**config.mk**
```make
export PLATFORM = sky130hd
export DESIGN_NAME = ahb_timer_flat
export DESIGN_NICKNAME = d
export VERILOG_FILES = /design/src/rtl/ahb_timer_if.sv /design/src/rtl/ahb_timer.sv /design/src/flat_wrapper.sv
export SDC_FILE = /design/constraint.sdc
export NUM_CORES = 1
export LEC_CHECK = 0
export BUFFER_PORTS_ARGS = -buffer_cell sky130_fd_sc_hd__buf_2
export CAP_MARGIN = 20
export CORE_UTILIZATION = 56
export DETAILED_ROUTE_END_ITERATION = 8
export HOLD_SLACK_MARGIN = 0.1
export MAX_ROUTING_LAYER = met4
export PLACE_DENSITY = 0.79
export SETUP_SLACK_MARGIN = 0.02
export SLEW_MARGIN = 30
export SYNTH_ARGS = -nofsm -noshare
export SYNTH_HDL_FRONTEND = slang
export SYNTH_SLANG_ARGS = --single-unit
```
**constraint.sdc**
```tcl
create_clock -name HCLK -period 3 [get_ports HCLK]
set_clock_uncertainty 0.05 [all_clocks]
set_input_delay 0.15 -clock HCLK [delete_from_list [all_inputs] [get_ports HCLK]]
set_output_delay 0.15 -clock HCLK [all_outputs]
set_load 0.03 [all_outputs]
```
**src/rtl/ahb_timer_if.sv**
```systemverilog
// AHB-Lite slave-side signal bundle for ahb_timer; the decoder/master drives the address phase and HWDATA.
interface ahb_timer_if;
  logic        HSEL;
  logic        HREADY;
  logic [31:0] HADDR;
  logic [1:0]  HTRANS;
  logic        HWRITE;
  logic [2:0]  HSIZE;
  logic [31:0] HWDATA;
  logic [31:0] HRDATA;
  logic        HREADYOUT;

  modport master (
    output HSEL, HREADY, HADDR, HTRANS, HWRITE, HSIZE, HWDATA,
    input  HRDATA, HREADYOUT
  );

  modport slave (
    input  HSEL, HREADY, HADDR, HTRANS, HWRITE, HSIZE, HWDATA,
    output HRDATA, HREADYOUT
  );
endinterface

```
**src/rtl/ahb_timer.sv**
```systemverilog
// AHB-Lite timer: prescaled 32-bit down-counter, periodic/one-shot, level IRQ; TIMER_CAPTURE_EN adds capture_i.
// Zero wait states: reads return in the data phase, writes land at its end; HREADYOUT is never pulled low.
module ahb_timer #(
  parameter int PRESC_W = 8
) (
  input  logic       HCLK,
  input  logic       HRESETn,
  ahb_timer_if.slave bus,
  input  logic       capture_i,
  output logic       irq_o
);

  localparam logic [2:0] OFF_LOAD    = 3'd0;
  localparam logic [2:0] OFF_VALUE   = 3'd1;
  localparam logic [2:0] OFF_CTRL    = 3'd2;
  localparam logic [2:0] OFF_STATUS  = 3'd3;
  localparam logic [2:0] OFF_CAPTURE = 3'd4;

  localparam logic [PRESC_W-1:0] PCNT_ONE = {{(PRESC_W-1){1'b0}}, 1'b1};

  // data-phase state captured from the accepted address phase
  logic       dp_vld;
  logic       dp_wr;
  logic       dp_word;
  logic [2:0] dp_off;

  logic               addr_acc;
  logic               wr_vld;
  logic               wr_load;
  logic               wr_ctrl;
  logic               wr_status;

  logic [31:0]        load_q;
  logic [31:0]        value_q;
  logic               ctrl_en;
  logic               ctrl_ie;
  logic               ctrl_os;
  logic [PRESC_W-1:0] presc_q;
  logic [PRESC_W-1:0] pcnt_q;
  logic               flag_q;
  logic               irq_q;

  logic               tick;
  logic               tick_eff;
  logic               expire;
  logic               pcnt_clr;
  logic               irq_src;
  logic               cflag_rd;
  logic [31:0]        capt_rd;
  logic [31:0]        ctrl_rd;
  logic [31:0]        rd_dat;

  assign addr_acc = bus.HSEL & bus.HREADY & bus.HTRANS[1];

  always_ff @(posedge HCLK or negedge HRESETn) begin
    if (!HRESETn) begin
      dp_vld  <= 1'b0;
      dp_wr   <= 1'b0;
      dp_word <= 1'b0;
      dp_off  <= 3'd0;
    end else begin
      dp_vld  <= addr_acc;
      dp_wr   <= bus.HWRITE;
      dp_word <= (bus.HSIZE == 3'b010);
      dp_off  <= bus.HADDR[4:2];
    end
  end

  assign wr_vld    = dp_vld & dp_wr & dp_word;
  assign wr_load   = wr_vld & (dp_off == OFF_LOAD);
  assign wr_ctrl   = wr_vld & (dp_off == OFF_CTRL);
  assign wr_status = wr_vld & (dp_off == OFF_STATUS);

  // a LOAD write restarts the period, so it swallows any tick landing on the same edge
  assign tick     = ctrl_en & (pcnt_q == presc_q);
  assign tick_eff = tick & ~wr_load;
  assign expire   = tick_eff & (value_q == 32'd0);
  assign pcnt_clr = wr_load | ~ctrl_en | tick | (wr_ctrl & ~ctrl_en & bus.HWDATA[0]);

  always_ff @(posedge HCLK or negedge HRESETn) begin
    if (!HRESETn) begin
      pcnt_q <= '0;
    end else if (pcnt_clr) begin
      pcnt_q <= '0;
    end else begin
      pcnt_q <= pcnt_q + PCNT_ONE;
    end
  end

  always_ff @(posedge HCLK or negedge HRESETn) begin
    if (!HRESETn) begin
      load_q  <= 32'd0;
      value_q <= 32'd0;
    end else if (wr_load) begin
      load_q  <= bus.HWDATA;
      value_q <= bus.HWDATA;
    end else if (tick_eff) begin
      if (value_q != 32'd0) begin
        value_q <= value_q - 32'd1;
      end else if (!ctrl_os) begin
        value_q <= load_q;
      end
    end
  end

  // a firmware CTRL write beats the one-shot self-disable on the same edge
  always_ff @(posedge HCLK or negedge HRESETn) begin
    if (!HRESETn) begin
      ctrl_en <= 1'b0;
      ctrl_ie <= 1'b0;
      ctrl_os <= 1'b0;
      presc_q <= '0;
    end else if (wr_ctrl) begin
      ctrl_en <= bus.HWDATA[0];
      ctrl_ie <= bus.HWDATA[1];
      ctrl_os <= bus.HWDATA[2];
      presc_q <= bus.HWDATA[8 +: PRESC_W];
    end else if (expire && ctrl_os) begin
      ctrl_en <= 1'b0;
    end
  end

  always_ff @(posedge HCLK or negedge HRESETn) begin
    if (!HRESETn) begin
      flag_q <= 1'b0;
    end else begin
      flag_q <= (flag_q & ~(wr_status & bus.HWDATA[0])) | expire;
    end
  end

`ifdef TIMER_CAPTURE_EN
  logic [2:0]  cap_sync;
  logic        cap_edge;
  logic        cflag_q;
  logic [31:0] capt_q;

  assign cap_edge = cap_sync[1] & ~cap_sync[2];

  always_ff @(posedge HCLK or negedge HRESETn) begin
    if (!HRESETn) begin
      cap_sync <= 3'b000;
      cflag_q  <= 1'b0;
      capt_q   <= 32'd0;
    end else begin
      cap_sync <= {cap_sync[1:0], capture_i};
      cflag_q  <= (cflag_q & ~(wr_status & bus.HWDATA[1])) | cap_edge;
      if (cap_edge) begin
        capt_q <= value_q;
      end
    end
  end

  assign cflag_rd = cflag_q;
  assign capt_rd  = capt_q;
  assign irq_src  = flag_q | cflag_q;
`else
  logic unused_capture;
  assign unused_capture = capture_i;
  assign cflag_rd       = 1'b0;
  assign capt_rd        = 32'd0;
  assign irq_src        = flag_q;
`endif

  always_ff @(posedge HCLK or negedge HRESETn) begin
    if (!HRESETn) begin
      irq_q <= 1'b0;
    end else begin
      irq_q <= ctrl_ie & irq_src;
    end
  end

  always_comb begin
    ctrl_rd              = 32'd0;
    ctrl_rd[0]           = ctrl_en;
    ctrl_rd[1]           = ctrl_ie;
    ctrl_rd[2]           = ctrl_os;
    ctrl_rd[8 +: PRESC_W] = presc_q;
  end

  always_comb begin
    rd_dat = 32'd0;
    if (dp_vld && !dp_wr) begin
      case (dp_off)
        OFF_LOAD:    rd_dat = load_q;
        OFF_VALUE:   rd_dat = value_q;
        OFF_CTRL:    rd_dat = ctrl_rd;
        OFF_STATUS:  rd_dat = {30'd0, cflag_rd, flag_q};
        OFF_CAPTURE: rd_dat = capt_rd;
        default:     rd_dat = 32'd0;
      endcase
    end
  end

  assign bus.HRDATA    = rd_dat;
  assign bus.HREADYOUT = 1'b1;
  assign irq_o         = irq_q;

  logic unused_bus;
  assign unused_bus = ^{bus.HADDR[31:5], bus.HADDR[1:0], bus.HTRANS[0]};

endmodule

```
**src/flat_wrapper.sv**
```systemverilog
// flat-port wrapper written by rule: the top's interface ports become plain ports
module ahb_timer_flat 
#(
  parameter int PRESC_W = 8
)
  (HCLK, HRESETn, capture_i, irq_o, bus_HSEL, bus_HREADY, bus_HADDR, bus_HTRANS, bus_HWRITE, bus_HSIZE, bus_HWDATA, bus_HRDATA, bus_HREADYOUT);
  ahb_timer_if bus_i ();
  input  logic HCLK;
  input  logic HRESETn;
  input  logic capture_i;
  output logic irq_o;
  input wire logic [$bits(bus_i.HSEL)-1:0] bus_HSEL;
  input wire logic [$bits(bus_i.HREADY)-1:0] bus_HREADY;
  input wire logic [$bits(bus_i.HADDR)-1:0] bus_HADDR;
  input wire logic [$bits(bus_i.HTRANS)-1:0] bus_HTRANS;
  input wire logic [$bits(bus_i.HWRITE)-1:0] bus_HWRITE;
  input wire logic [$bits(bus_i.HSIZE)-1:0] bus_HSIZE;
  input wire logic [$bits(bus_i.HWDATA)-1:0] bus_HWDATA;
  output wire logic [$bits(bus_i.HRDATA)-1:0] bus_HRDATA;
  output wire logic [$bits(bus_i.HREADYOUT)-1:0] bus_HREADYOUT;
  assign bus_i.HSEL = bus_HSEL;
  assign bus_i.HREADY = bus_HREADY;
  assign bus_i.HADDR = bus_HADDR;
  assign bus_i.HTRANS = bus_HTRANS;
  assign bus_i.HWRITE = bus_HWRITE;
  assign bus_i.HSIZE = bus_HSIZE;
  assign bus_i.HWDATA = bus_HWDATA;
  assign bus_HRDATA = bus_i.HRDATA;
  assign bus_HREADYOUT = bus_i.HREADYOUT;
  ahb_timer #(.PRESC_W(PRESC_W)) u_core (.HCLK(HCLK), .HRESETn(HRESETn), .bus(bus_i), .capture_i(capture_i), .irq_o(irq_o));
endmodule
```
## Yosys cells after proc, flatten, opt, wreduce, memory -nomap -nowiden

Cells that the tools add are included.

| operators by class | value |
|---|---|
| add/subtract/negate cells | 2 |
| multiply operators | 0 |
| div/mod/pow operators | 0 |
| magnitude comparators | 0 |
| equal/unequal tests | 6 |
| shifts and indexed selects | 0 |
| mux-type cells | 9 |
| bitwise logic cells | 22 |
| reduce and logical (&&, ||, !) cells | 9 |

Operators by type and width:

| operator | number |
|---|---|
| 32-bit two-way mux | 5 |
| 32-bit case mux with 4 select lines | 1 |
| 32-bit logical NOT | 1 |
| 32-bit nonzero test | 1 |
| 32-bit by 1-bit subtractor with 32-bit output, second input constant | 1 |
| 1-bit bitwise AND | 15 |
| 3-bit by 2-bit equality test with 1-bit output, second input constant | 3 |
| 8-bit by 1-bit adder with 8-bit output, second input constant | 1 |
| 8-bit equality test | 1 |
| 8-bit two-way mux | 1 |
| 1-bit OR | 4 |
| 2-bit nonzero test | 2 |
| 3-bit by 1-bit equality test with 1-bit output, second input constant | 1 |
| 3-bit logical NOT | 1 |
| 3-bit by 2-bit inequality test with 1-bit output, second input constant | 1 |
| 1-bit inverter | 3 |
| 1-bit logical AND | 2 |
| 1-bit two-way mux | 2 |
| 2-bit AND reduction | 1 |
| 1-bit logical NOT | 1 |

| word-level totals | value |
|---|---|
| flip-flop bits (word level) | 91 |
| bits in latches | 0 |
| bits in writable memories | 0 |
| ROM bits | 0 |
| output and inout port bits | 34 |
| word-level logic and storage cells | 61 |
| memories kept | 0 |

## Longest topological paths before layout

| logic depth | value |
|---|---|
| depth in word-level cells | 9 |
| gate-level depth with buffers | 9 |
| mapped depth without buffers | 8 |

## Worst setup path before layout

OpenSTA, ideal clock, no wires.

| path | value |
|---|---|
| path kind | register -> register |
| start | register u_core.value_q[9] |
| end | register u_core.value_q[14] |
| library setup time | 0.126 ns |
| arrival | 2.140 ns |
| required time | 2.824 ns |
| slack | 0.684 ns |
| stages on the path, launching flop included | 8 |
| buffers on the path | 1 |
| path through | dfrtp_1 > or3_4 > or3_1 > buf_4 > nor4_4 > a31oi_1 > o211a_1 > a221o_1 |

| between the ends | value |
|---|---|
| cells in the longest elaborated chain, start to end | 4 |

Ends and longest elaborated chain:

| element | line | source |
|---|---|---|
| from (decl) | ahb_timer.sv:34 | `logic [31:0] value_q;` |
| from (signal assigned) | ahb_timer.sv:96 | `value_q <= bus.HWDATA;` |
| from (signal assigned) | ahb_timer.sv:99 | `value_q <= value_q - 32'd1;` |
| from (signal assigned) | ahb_timer.sv:101 | `value_q <= load_q;` |
| 32-bit by 1-bit subtractor with 32-bit output or 32-bit nonzero test (tied branches) | ahb_timer.sv:99, ahb_timer.sv:98 |  |
| 32-bit two-way mux | ahb_timer.sv:98 | `if (value_q != 32'd0) begin` |
| 32-bit two-way mux | ahb_timer.sv:97 | `end else if (tick_eff) begin` |
| 32-bit two-way mux | ahb_timer.sv:94 | `end else if (wr_load) begin` |

Several ways; a longest one is shown, not always the timed one. The select of a mux whose other input is x is not followed.
A chain may end at the register's enable or synchronous reset.

## Worst setup path in the final report

| path | value |
|---|---|
| start | register u_core.value_q[9] |
| end | register u_core.value_q[19] |

The elaborated chain is that of the path after synthesis.

==> impl_summary.log <==
INFO  metric status = finished clean
INFO  metric synth.yosys.seq_area_share = 0.4208
INFO  metric maxCapViolations = 0
INFO  metric period_minus_slack = 2.687 ns
INFO  metric buffer_ports.inserted = 76
INFO  metric grt_pass1_vias = 5279
INFO  metric ys.warnings.count = 0
INFO  metric pin_count_of_the_biggest_net_entering_global_routing = 41
INFO  metric std_cell_rows = 35
INFO  metric critical_path.n_buffers_inverters = 0
INFO  metric max_h_tree_level = 3
INFO  metric floorplan.die.width = 100.3 um
INFO  metric routed_wire_length_per_instance = 17.43 um
INFO  metric ios = 109
INFO  metric tritoncts = done
INFO  metric ys.flop_type = sky130_fd_sc_hd__dfrtp_1
INFO  metric power-per-cell-area = 494.4 nW/um^2
INFO  metric delay_of_the_slowest_critical_path_stage = 0.56 ns
INFO  metric tns = 0 ns
INFO  metric critPathCaptureType = register
INFO  metric setup_repair_after_global_routing_missed_its_margin = no
INFO  metric critPathMaxFanout = 18
INFO  metric critical_path.slowest_cell = sky130_fd_sc_hd__or3_1
INFO  metric antenna_cells_inserted = 0
INFO  metric r2r_setup_slack = 0.31 ns
INFO  metric max_freq = 372.2 MHz
INFO  metric synth_cell_type_count = 65
INFO  metric layout.cells.most_common = sky130_fd_sc_hd__nand2_1
INFO  metric syn-instance-count = 640
INFO  metric synth_edf_count = 0
INFO  metric finish.net_count = 834
INFO  metric final_max_slew_viol_count = 0
INFO  metric cts.repair_timing.setup_buffer_count = 0
INFO  metric final_replace_weighted_congestion = 0.9907
INFO  metric worst_r2r_endpoint = u_core.value_q[19]$_DFFE_PN0P_
INFO  metric async_flop_share = 1.000
INFO  metric total_number_of_clock_tree_sinks = 91
INFO  metric area_growth = 21.53%
INFO  metric hold_crit_path_type = in -> async
INFO  metric drt-pass1-iter-count = 6
INFO  metric post-route-drc-count = 0
INFO  metric global_route_wire_length_before_repair = 25820 um
INFO  metric critPathKind = reg -> reg
INFO  metric fillCellCount = 777
INFO  metric post_route_cells_drive_above_1_share = 0.1997
INFO  metric ys_ff_latch = 91
INFO  metric detailedPlace.worstSlack = 0.3292 ns
INFO  metric report.final.hold_viol_count = 0
INFO  metric cts_buffers = 9
INFO  metric dr_total_vias = 5421
INFO  metric clk_root_buffer_cell = sky130_fd_sc_hd__clkbuf_8
INFO  metric core_area = 9284 um^2
INFO  metric grt_usage = 0.3385
INFO  metric route.final.wire_length = 15520 um
INFO  metric drt-initial-drc-count = 520
INFO  metric timing.slew.headroom = 0.4265
INFO  metric critical_path_required = 3.23 ns
INFO  metric dp.final_hpwl = 10880 um
INFO  metric ctsLongestPathBuffers = 2
INFO  metric worst_ir_drop_vdd = 0.0003669 V
INFO  metric worst_slew_pin_slew = 0.8524 ns
INFO  metric full_die_area = 10060 um^2
INFO  metric die_h = 100.3 um
INFO  metric worstPathArrival = 2.91 ns
INFO  metric post-synth-top-area-fraction = 0.4208
INFO  metric timing.rr.start = u_core.value_q[9]$_DFFE_PN0P_
INFO  metric vias_per_cell = 6.091
INFO  metric synthesis.nets = 718
INFO  metric synth_area_per_cell = 8.455 um^2
INFO  metric cellLeakagePower = 2.860 nW
INFO  metric later_pin_clock_latency_in_the_skew_report = 0.38 ns
INFO  metric antenna_found_initial = 0
INFO  metric globalRouteOverflowTotal = 0
INFO  metric commonest_non_fill_non_tap_cells_in_the_layout = 115 x sky130_fd_sc_hd__nand2_1, 91 x sky130_fd_sc_hd__dfrtp_1, 89 x sky130_fd_sc_hd__nor2_1, 75 x sky130_fd_sc_hd__buf_2, 41 x sky130_fd_sc_hd__dlygate4sd3_1
INFO  metric reg2reg_depth = 6
INFO  metric initial_core_utilization = 0.5829
INFO  metric final.period_utilization = 0.8955
INFO  metric synth_top_cells_by_area = sky130_fd_sc_hd__dfrtp_1 42%, sky130_fd_sc_hd__nand2_1 8.0%, sky130_fd_sc_hd__nor2_1 6.2%, sky130_fd_sc_hd__a22oi_1 2.9%, sky130_fd_sc_hd__a21oi_1 2.6%
INFO  metric setup_violations = 0
INFO  metric drt.antenna.violating_nets = 0
INFO  metric synth_area_leader_cell = sky130_fd_sc_hd__dfrtp_1
INFO  metric syn-cell-area = 5411 um^2
INFO  metric cp_cell_sequence = or3_4, or3_1, nor4_4, o21a_2, a21oi_1, o22a_1
INFO  metric worst_setup_sp_type = register
INFO  metric critPathTopFamily = simple AND/OR/NAND/NOR gates
INFO  metric fin_ws = 0.3134 ns
INFO  metric clkSlewWorstSetupHoldPaths = 0.10 ns
==> worst max-delay path by stage <==
| stage | startpoint | end | slack [ns] | cells after the start |
|---|---|---|---|---|
| final | u_core.value_q[9]$_DFFE_PN0P_ | u_core.value_q[19]$_DFFE_PN0P_ | 0.31 | 6 |
| after global routing | u_core.value_q[14]$_DFFE_PN0P_ | u_core.value_q[19]$_DFFE_PN0P_ | 0.17 | 6 |
| after detailed placement | u_core.value_q[9]$_DFFE_PN0P_ | u_core.value_q[19]$_DFFE_PN0P_ | 0.33 | 6 |
| after global placement | u_core.value_q[9]$_DFFE_PN0P_ | u_core.value_q[19]$_DFFE_PN0P_ | 0.43 | 6 |
| after CTS | u_core.value_q[9]$_DFFE_PN0P_ | u_core.value_q[19]$_DFFE_PN0P_ | 0.33 | 6 |
| after floorplan | u_core.value_q[9]$_DFFE_PN0P_ | u_core.value_q[14]$_DFFE_PN0P_ | 0.68 | 7 |
==> Yosys cell counts (2+ instances only) <==
| library cell | count |
|---|---|
| sky130_fd_sc_hd__nand2_1 | 115 |
| sky130_fd_sc_hd__dfrtp_1 | 91 |
| sky130_fd_sc_hd__nor2_1 | 89 |
| sky130_fd_sc_hd__clkbuf_1 | 31 |
| sky130_fd_sc_hd__a21oi_1 | 28 |
| sky130_fd_sc_hd__a22oi_1 | 21 |
| sky130_fd_sc_hd__a31oi_1 | 20 |
| sky130_fd_sc_hd__o21ai_1 | 20 |
| sky130_fd_sc_hd__nand3_1 | 18 |
| sky130_fd_sc_hd__nor3_1 | 16 |
| sky130_fd_sc_hd__o21ai_0 | 14 |
| sky130_fd_sc_hd__xnor2_1 | 14 |
| sky130_fd_sc_hd__mux2i_1 | 11 |
| sky130_fd_sc_hd__o211ai_1 | 11 |
| sky130_fd_sc_hd__mux2_2 | 10 |
| sky130_fd_sc_hd__inv_1 | 9 |
| sky130_fd_sc_hd__nand4_1 | 8 |
| sky130_fd_sc_hd__nor4_1 | 7 |
| sky130_fd_sc_hd__or3_1 | 7 |
| sky130_fd_sc_hd__nor4_2 | 6 |
| sky130_fd_sc_hd__and3_1 | 5 |
| sky130_fd_sc_hd__nor2b_1 | 5 |
| sky130_fd_sc_hd__a211oi_1 | 4 |
| sky130_fd_sc_hd__a21o_1 | 4 |
| sky130_fd_sc_hd__buf_2 | 4 |
| sky130_fd_sc_hd__buf_6 | 4 |
| sky130_fd_sc_hd__nand2b_1 | 4 |
| sky130_fd_sc_hd__o31ai_1 | 4 |
| sky130_fd_sc_hd__a221o_1 | 3 |
| sky130_fd_sc_hd__and2_1 | 3 |
| sky130_fd_sc_hd__buf_4 | 3 |
| sky130_fd_sc_hd__ha_1 | 3 |
| sky130_fd_sc_hd__o221ai_1 | 3 |
| sky130_fd_sc_hd__o22ai_1 | 3 |
| sky130_fd_sc_hd__or4_1 | 3 |
| sky130_fd_sc_hd__xor2_1 | 3 |
| sky130_fd_sc_hd__a2bb2oi_1 | 2 |
| sky130_fd_sc_hd__a41oi_1 | 2 |
| sky130_fd_sc_hd__and4_1 | 2 |
| sky130_fd_sc_hd__buf_1 | 2 |
| sky130_fd_sc_hd__nor4_4 | 2 |
| sky130_fd_sc_hd__o211a_1 | 2 |
| sky130_fd_sc_hd__o2bb2ai_1 | 2 |
==> through the flow <==
| step | hold slack [ns] | utilization | instances | total power, W | area (um^2) |
|---|---|---|---|---|---|
| floorplan | -0.1956 | - | 640 | 0.002117 | 5411 |
| global placement | 0.1052 | 0.6453 | 833 | 0.002365 | 5991 |
| detailed placement | 0.1109 | 0.6453 | 833 | 0.002407 | 5991 |
| CTS | 0.2582 | 0.7084 | 890 | 0.003234 | 6576 |
| global route | 0.2702 | 0.7084 | 890 | 0.003410 | 6576 |
| finish | 0.2329 | 0.7084 | 890 | 0.003251 | 6576 |
==> registers in the layout (all words and copies together) (netlist names) <==
name	cells
u_core.flag_q	1
u_core.irq_o	1
u_core.value_q	32
u_core.dp_off	3
u_core.ctrl_os	1
u_core.ctrl_ie	1
u_core.pcnt_q	8
u_core.ctrl_en	1
u_core.dp_vld	1
u_core.dp_wr	1
u_core.load_q	32
u_core.presc_q	8
u_core.dp_word	1
==> power breakdown <==
| group | switching (W) | internal (W) |
|---|---|---|
| clock network | 0.000494 | 0.000313 |
| registers | 0.000177 | 0.00134 |
| logic | 0.000552 | 0.000375 |
==> final cells by class <==
class,count,area [um^2],area share
sequential,91,2277,0.3463
clock inverter,6,47.55,0.007230
timing repair buffer,149,1033,0.1572
inverter,9,33.78,0.005137
clock buffer,10,127.6,0.01941
multi-input combinational,496,2895,0.4403
tap,129,161.4,0.02454
==> timing repair <==
item | 4_1_cts | 5_1_grt
gates resized for setup | 0 | 0
hold buffers | 41 | 0
endpoints found under the hold margin | 113 | 0
==> worst register-to-register path, cell delays in order, from the launching register on <==
cell                      delay [ns]
sky130_fd_sc_hd__dfrtp_1        0.44
sky130_fd_sc_hd__or3_4          0.45
sky130_fd_sc_hd__or3_1          0.56
sky130_fd_sc_hd__nor4_4         0.35
sky130_fd_sc_hd__o21a_2         0.45
sky130_fd_sc_hd__a21oi_1        0.09
sky130_fd_sc_hd__o22a_1         0.21
==> cell families (layout without fill, tap and decap cells) <==
family / Yosys count / after routing / share of synthesized area
other: 1 / 1 / 0.0006930
XOR/XNOR: 17 / 17 / 0.02752
AO/OA/AOI/OAI: 153 / 153 / 0.1882
buffers and inverters: 53 / 174 / 0.04532
multiplexers: 22 / 22 / 0.04532
adder cells (fa/ha/maj): 3 / 3 / 0.006937
AND/OR/NAND/NOR: 300 / 300 / 0.2652
flip-flops: 91 / 91 / 0.4208
==> routing by layer <==
layer | up-vias | track usage | share of wire
li1 | 2512 | - | -
met1 | 2592 | 0.4336 | 0.42
met2 | 270 | 0.5448 | 0.48
met3 | 47 | 0.05501 | 0.068
met4 | 0 | 0.1226 | 0.027
met5 | - | - | 0
No activity file was read; power rests on OpenSTA's default activity.
